[config.mk]
export PLATFORM = sky130hd
export DESIGN_NAME = rr_grant_scheduler
export DESIGN_NICKNAME = d
export VERILOG_FILES = /design/src/rtl/arb_pkg.sv /design/src/rtl/prio_enc_n.sv /design/src/rtl/rr_grant_scheduler.sv
export SDC_FILE = /design/constraint.sdc
export NUM_CORES = 1
export LEC_CHECK = 0
export ABC_AREA = 1
export CORE_ASPECT_RATIO = 2
export CORE_MARGIN = 2
export CORE_UTILIZATION = 50
export DETAILED_ROUTE_END_ITERATION = 7
export GPL_ROUTABILITY_DRIVEN = 0
export PLACE_DENSITY = 0.86
export SLEW_MARGIN = 30
export SYNTH_ARGS = -nofsm -noshare
export SYNTH_HDL_FRONTEND = slang
export SYNTH_SLANG_ARGS = --single-unit
[constraint.sdc]
create_clock -name clk -period 3.8 [get_ports clk]
set_clock_uncertainty 0.05 [all_clocks]
set_input_delay 0.76 -clock clk [delete_from_list [all_inputs] [get_ports clk]]
set_output_delay 0.76 -clock clk [all_outputs]
set_load 0.005 [all_outputs]
[src/rtl/arb_pkg.sv]
// Shared definitions for the round-robin grant scheduler: default size,
// index width helper, FSM state type and pointer wrap helper.
`timescale 1ns/1ps
package arb_pkg;

    localparam int N_DEF = 32;

    typedef enum logic {
        IDLE  = 1'b0,
        GRANT = 1'b1
    } state_t;

    function automatic int idx_w(input int n);
        return (n > 1) ? $clog2(n) : 1;
    endfunction

    // Pointer position just past idx, wrapping N-1 back to 0.
    function automatic int ptr_wrap(input int idx, input int n);
        return (idx + 1) % n;
    endfunction

endpackage

[src/rtl/prio_enc_n.sv]
// N->W lowest-index priority encoder; valid is set when any input bit is set.
`timescale 1ns/1ps
module prio_enc_n
    import arb_pkg::*;
#(
    parameter int N = N_DEF,
    parameter int W = idx_w(N)
) (
    input  logic [N-1:0] in,
    output logic [W-1:0] idx,
    output logic         valid
);

    // Scanning downward lets the lowest set bit overwrite higher ones.
    always_comb begin
        idx   = '0;
        valid = 1'b0;
        for (int i = N - 1; i >= 0; i--) begin
            if (in[i]) begin
                idx   = W'(i);
                valid = 1'b1;
            end
        end
    end

endmodule

[src/rtl/rr_grant_scheduler.sv]
// Round-robin arbiter issuing one registered grant per cycle under valid/ready.
// Build option: define RR_ARB_LOCK_EN to add the lock port (hold ptr on accept).
`timescale 1ns/1ps
module rr_grant_scheduler
    import arb_pkg::*;
#(
    parameter int N = N_DEF,
    localparam int W = idx_w(N)
) (
    input  logic         clk,
    input  logic         rst_n,
    input  logic         en,
    input  logic [N-1:0] req,
    input  logic         gnt_ready,
    output logic         gnt_valid,
    output logic [W-1:0] gnt_idx,
    output logic [N-1:0] gnt_onehot
`ifdef RR_ARB_LOCK_EN
    ,
    input  logic         lock
`endif
);

    state_t       state, state_d;
    logic [W-1:0] ptr;
    logic [W-1:0] adv_ptr;
    logic [W-1:0] search_ptr;
    logic [N-1:0] mask_ge_ptr;
    logic [W-1:0] masked_idx, full_idx, win_idx;
    logic         masked_valid, full_valid;
    logic         accept, load, hold_ptr;

`ifdef RR_ARB_LOCK_EN
    assign hold_ptr = lock;
`else
    assign hold_ptr = 1'b0;
`endif

    assign accept  = (state == GRANT) && gnt_ready;
    assign adv_ptr = hold_ptr ? ptr : W'(ptr_wrap(32'(gnt_idx), N));

    // On accept the search already sees the advanced pointer, so the
    // just-served requester drops to lowest priority in the same cycle.
    assign search_ptr  = accept ? adv_ptr : ptr;
    assign mask_ge_ptr = {N{1'b1}} << search_ptr;

    prio_enc_n #(.N(N), .W(W)) u_enc_masked (
        .in    (req & mask_ge_ptr),
        .idx   (masked_idx),
        .valid (masked_valid)
    );

    prio_enc_n #(.N(N), .W(W)) u_enc_full (
        .in    (req),
        .idx   (full_idx),
        .valid (full_valid)
    );

    assign win_idx = masked_valid ? masked_idx : full_idx;

    always_comb begin
        state_d = state;
        load    = 1'b0;
        case (state)
            IDLE: begin
                if (en && full_valid) begin
                    state_d = GRANT;
                    load    = 1'b1;
                end
            end
            GRANT: begin
                if (accept) begin
                    if (en && full_valid) begin
                        load = 1'b1;
                    end else begin
                        state_d = IDLE;
                    end
                end
            end
            default: state_d = IDLE;
        endcase
    end

    always_ff @(posedge clk or negedge rst_n) begin
        if (!rst_n) begin
            state      <= IDLE;
            ptr        <= '0;
            gnt_valid  <= 1'b0;
            gnt_idx    <= '0;
            gnt_onehot <= '0;
        end else begin
            state     <= state_d;
            gnt_valid <= (state_d == GRANT);
            if (accept) begin
                ptr <= adv_ptr;
            end
            if (load) begin
                gnt_idx    <= win_idx;
                gnt_onehot <= N'(1) << win_idx;
            end else if (state_d == IDLE) begin
                gnt_onehot <= '0;
            end
        end
    end

endmodule
==> reports/results.ini <==
[outcome]
status = finished, violations left
violations = DRC

[sta]
fin_crit_ps = 3539
finalWorstSetupSlack_ps = 261.2
setup_viol = 0
tightest_slew_ps = 532.3
hold_ws_ps = 405.5
hold_violations = 0
max_freq_ghz = 0.2826
post-route-period-util = 0.9313
rsz0062_at_grt = true
slew_headroom = 0.6452
drv_slew = 0

[finish]
final_cells = 668
ff_latch_area_um2 = 1079
num-fill-cells = 400
final_common_cell = nand2_1
num-nets-final = 641
area_growth_pct = 54.52
n_antenna_cell = 0
final_cell_mix = 134 x nand2_1, 73 x buf_4, 68 x clkdlybuf4s50_1, 62 x inv_1, 56 x nor2_1
multi_input_area_um2 = 1772
final_area_um2 = 4659
layout-drive-gt1-share = 0.2149

[floorplan]
core.rowCount = 40
initial_utilization = 0.5106
core_um2 = 5906
die-area_um2 = 6705
die_w_um = 58.91
io_pins = 74
die_height_um = 113.8

[global_routing]
grt_max_degree = 44
antenna_found_initial = 0
grt_pass1_wl_um = 14800
grt_remaining_overflow = 0
grt_pass1_vias = 3451
grtUsageTotal = 0.2768

[detailed_routing]
drt_iter0_drc = 226
route.detailed.drc = 5
viasPerCell = 5.476
final_antenna_net_count = 0
drt_wl_total_um = 9515
wl_per_cell_um = 14.24
detail_route.first_pass.iterations = 7
vias = 3658

[power_and_ir_drop]
cellPowerDensity_nw_per_um2 = 552.9
power_leakage_nw = 2.287
total_power_mw = 2.576
peakVddDrop_mv = 0.4836

[place]
dp_hpwl_um = 6839
place_area_um2 = 4258
pre_cts_ws_ps = -528.6
place_inst = 651
portBuffers = 73

[synthesis]
synth_edf_count = 0
synth_area_leaders = dfrtp_1 36%, nand2_1 18%, inv_1 8.1%
yosysWarnings = 0
synthCells = 459
syn_avg_cell_area_um2 = 6.569
synth-seq-cells = 43
ys_types = 36
synth_top_area_frac = 0.3568
yosys.area.top_type = dfrtp_1
syn-cell-area_um2 = 3015
async_reset_ff_frac = 1.000
syn-num-nets = 496
synth_top_flop_cell = dfrtp_1
seq_area_frac_synth = 0.3568

[clock_network]
cts-root-buf = clkbuf_16
clock_sinks = 43
cts_tree = yes
cts_made_buffers = 5
clk_pin_slew_worst_paths_ps = 60
h-tree-depth = 2
clkLatencyLatePin_ps = 280
cts_buffer_depth = 2

[setup_path]
crit_family = simple AND/OR/NAND/NOR gates
worstPathArrival_ps = 3680
critPathBufInv = 8
cp_max_fo = 13
cp-end-kind = flip-flop
path_cells = buf_12 > nand2_8 > inv_6 > or2_4 > nand2_4 > inv_6 > buf_4 > nor2_1 > nand2_1 > inv_1 > buf_4 > nand3_1 > nand4_1 > nor3_1 > nand2_1 > nor2_1 > nand2_1 > inv_1 > a22oi_1 > buf_4 > nand4_1 > o21bai_1
worstSetupPathType = primary input to flip-flop
slowest_delay_ps = 280
crit_path_start_kind = primary input
critical_path.slowest_cell = nor2_1
worstPathRequired_ps = 3940

[job]
cap_viol_max_count = 0

[worst_hold_path]
hold_class = primary input to async pin

## layer usage
| metal | vias up | GRT usage | wire, µm |
|---|---|---|---|
| li1 | 1779 | - | - |
| met1 | 1687 | 0.3710 | 3889 |
| met2 | 159 | 0.4437 | 4773 |
| met3 | 33 | 0.02948 | 501 |
| met4 | 0 | 0.1212 | 350 |
| met5 | - | 0 | 0 |
## kinds of logic after synthesis
kind of cell | share of synthesized area
AND/OR/NAND/NOR | 0.3913
AO/OA/AOI/OAI | 0.1390
flip-flops | 0.3568
adder cells (fa/ha/maj) | 0.004149
buffers and inverters | 0.1087
## final timing paths
| kind | from | to | slack [ps] | cells past startpoint |
|---|---|---|---|---|
| worst max-delay path | gnt_ready | gnt_onehot[19]$_DFFE_PN0P_ | 260 | 22 |
| worst min-delay path | rst_n | gnt_idx[3]$_DFFE_PN0P_ | 410 | 1 |
| worst max register to register | gnt_idx[0]$_DFFE_PN0P_ | gnt_onehot[19]$_DFFE_PN0P_ | 290 | 22 |
| worst min register to register | gnt_onehot[12]$_DFFE_PN0P_ | gnt_onehot[12]$_DFFE_PN0P_ | 440 | 2 |
| max in group asynchronous | rst_n | gnt_idx[2]$_DFFE_PN0P_ | 2900 | 1 |
| min in group clk | gnt_onehot[12]$_DFFE_PN0P_ | gnt_onehot[12]$_DFFE_PN0P_ | 440 | 2 |
## synth_stat cells, types with 6 or more instances
| cell | count |
|---|---|
| a21oi_1 | 6 |
| dfrtp_1 | 43 |
| inv_1 | 65 |
| nand2_1 | 144 |
| nand3_1 | 15 |
| nand4_1 | 27 |
| nor2_1 | 56 |
| nor3_1 | 10 |
| o21ai_0 | 16 |
| o21ai_1 | 9 |
| o21bai_1 | 17 |
## state kept, by name, indices dropped and copies added, names as in the netlist
| register | flops |
|---|---|
| state | 1 |
| gnt_idx | 5 |
| gnt_onehot | 32 |
| ptr | 5 |
## where the power goes
group          switching, mW  internal, mW  total (mW)
combinational          0.872         0.685        1.56
sequential            0.0654         0.536       0.601
clock                  0.175         0.243       0.418
## stage by stage
stage	utilization	TNS, ps
final	0.7890	0
after detailed placement	0.7210	-15070
after CTS	0.7472	0
after global placement	0.7210	-12410
after global routing	0.7890	-671.0
after floorplan	-	0
## area by class of cell
class | count | area share
clock inverters | 2 | 0.002685
inverters | 72 | 0.06015
clock buffers | 6 | 0.02766
multi-input cells | 335 | 0.3802
well taps | 63 | 0.01692
flip-flops and latches | 43 | 0.2315
repair buffers | 147 | 0.2809
## what timing repair did
item / CTS / global route
cloned: 0 / 1
buffers inserted: 0 / 8
gates resized for setup: 5 / 58
setup endpoints to repair: 33 / 34
hold buffers: 0 / 0
pin swaps: 1 / 24
No activity file was read; power rests on OpenSTA's default activity.
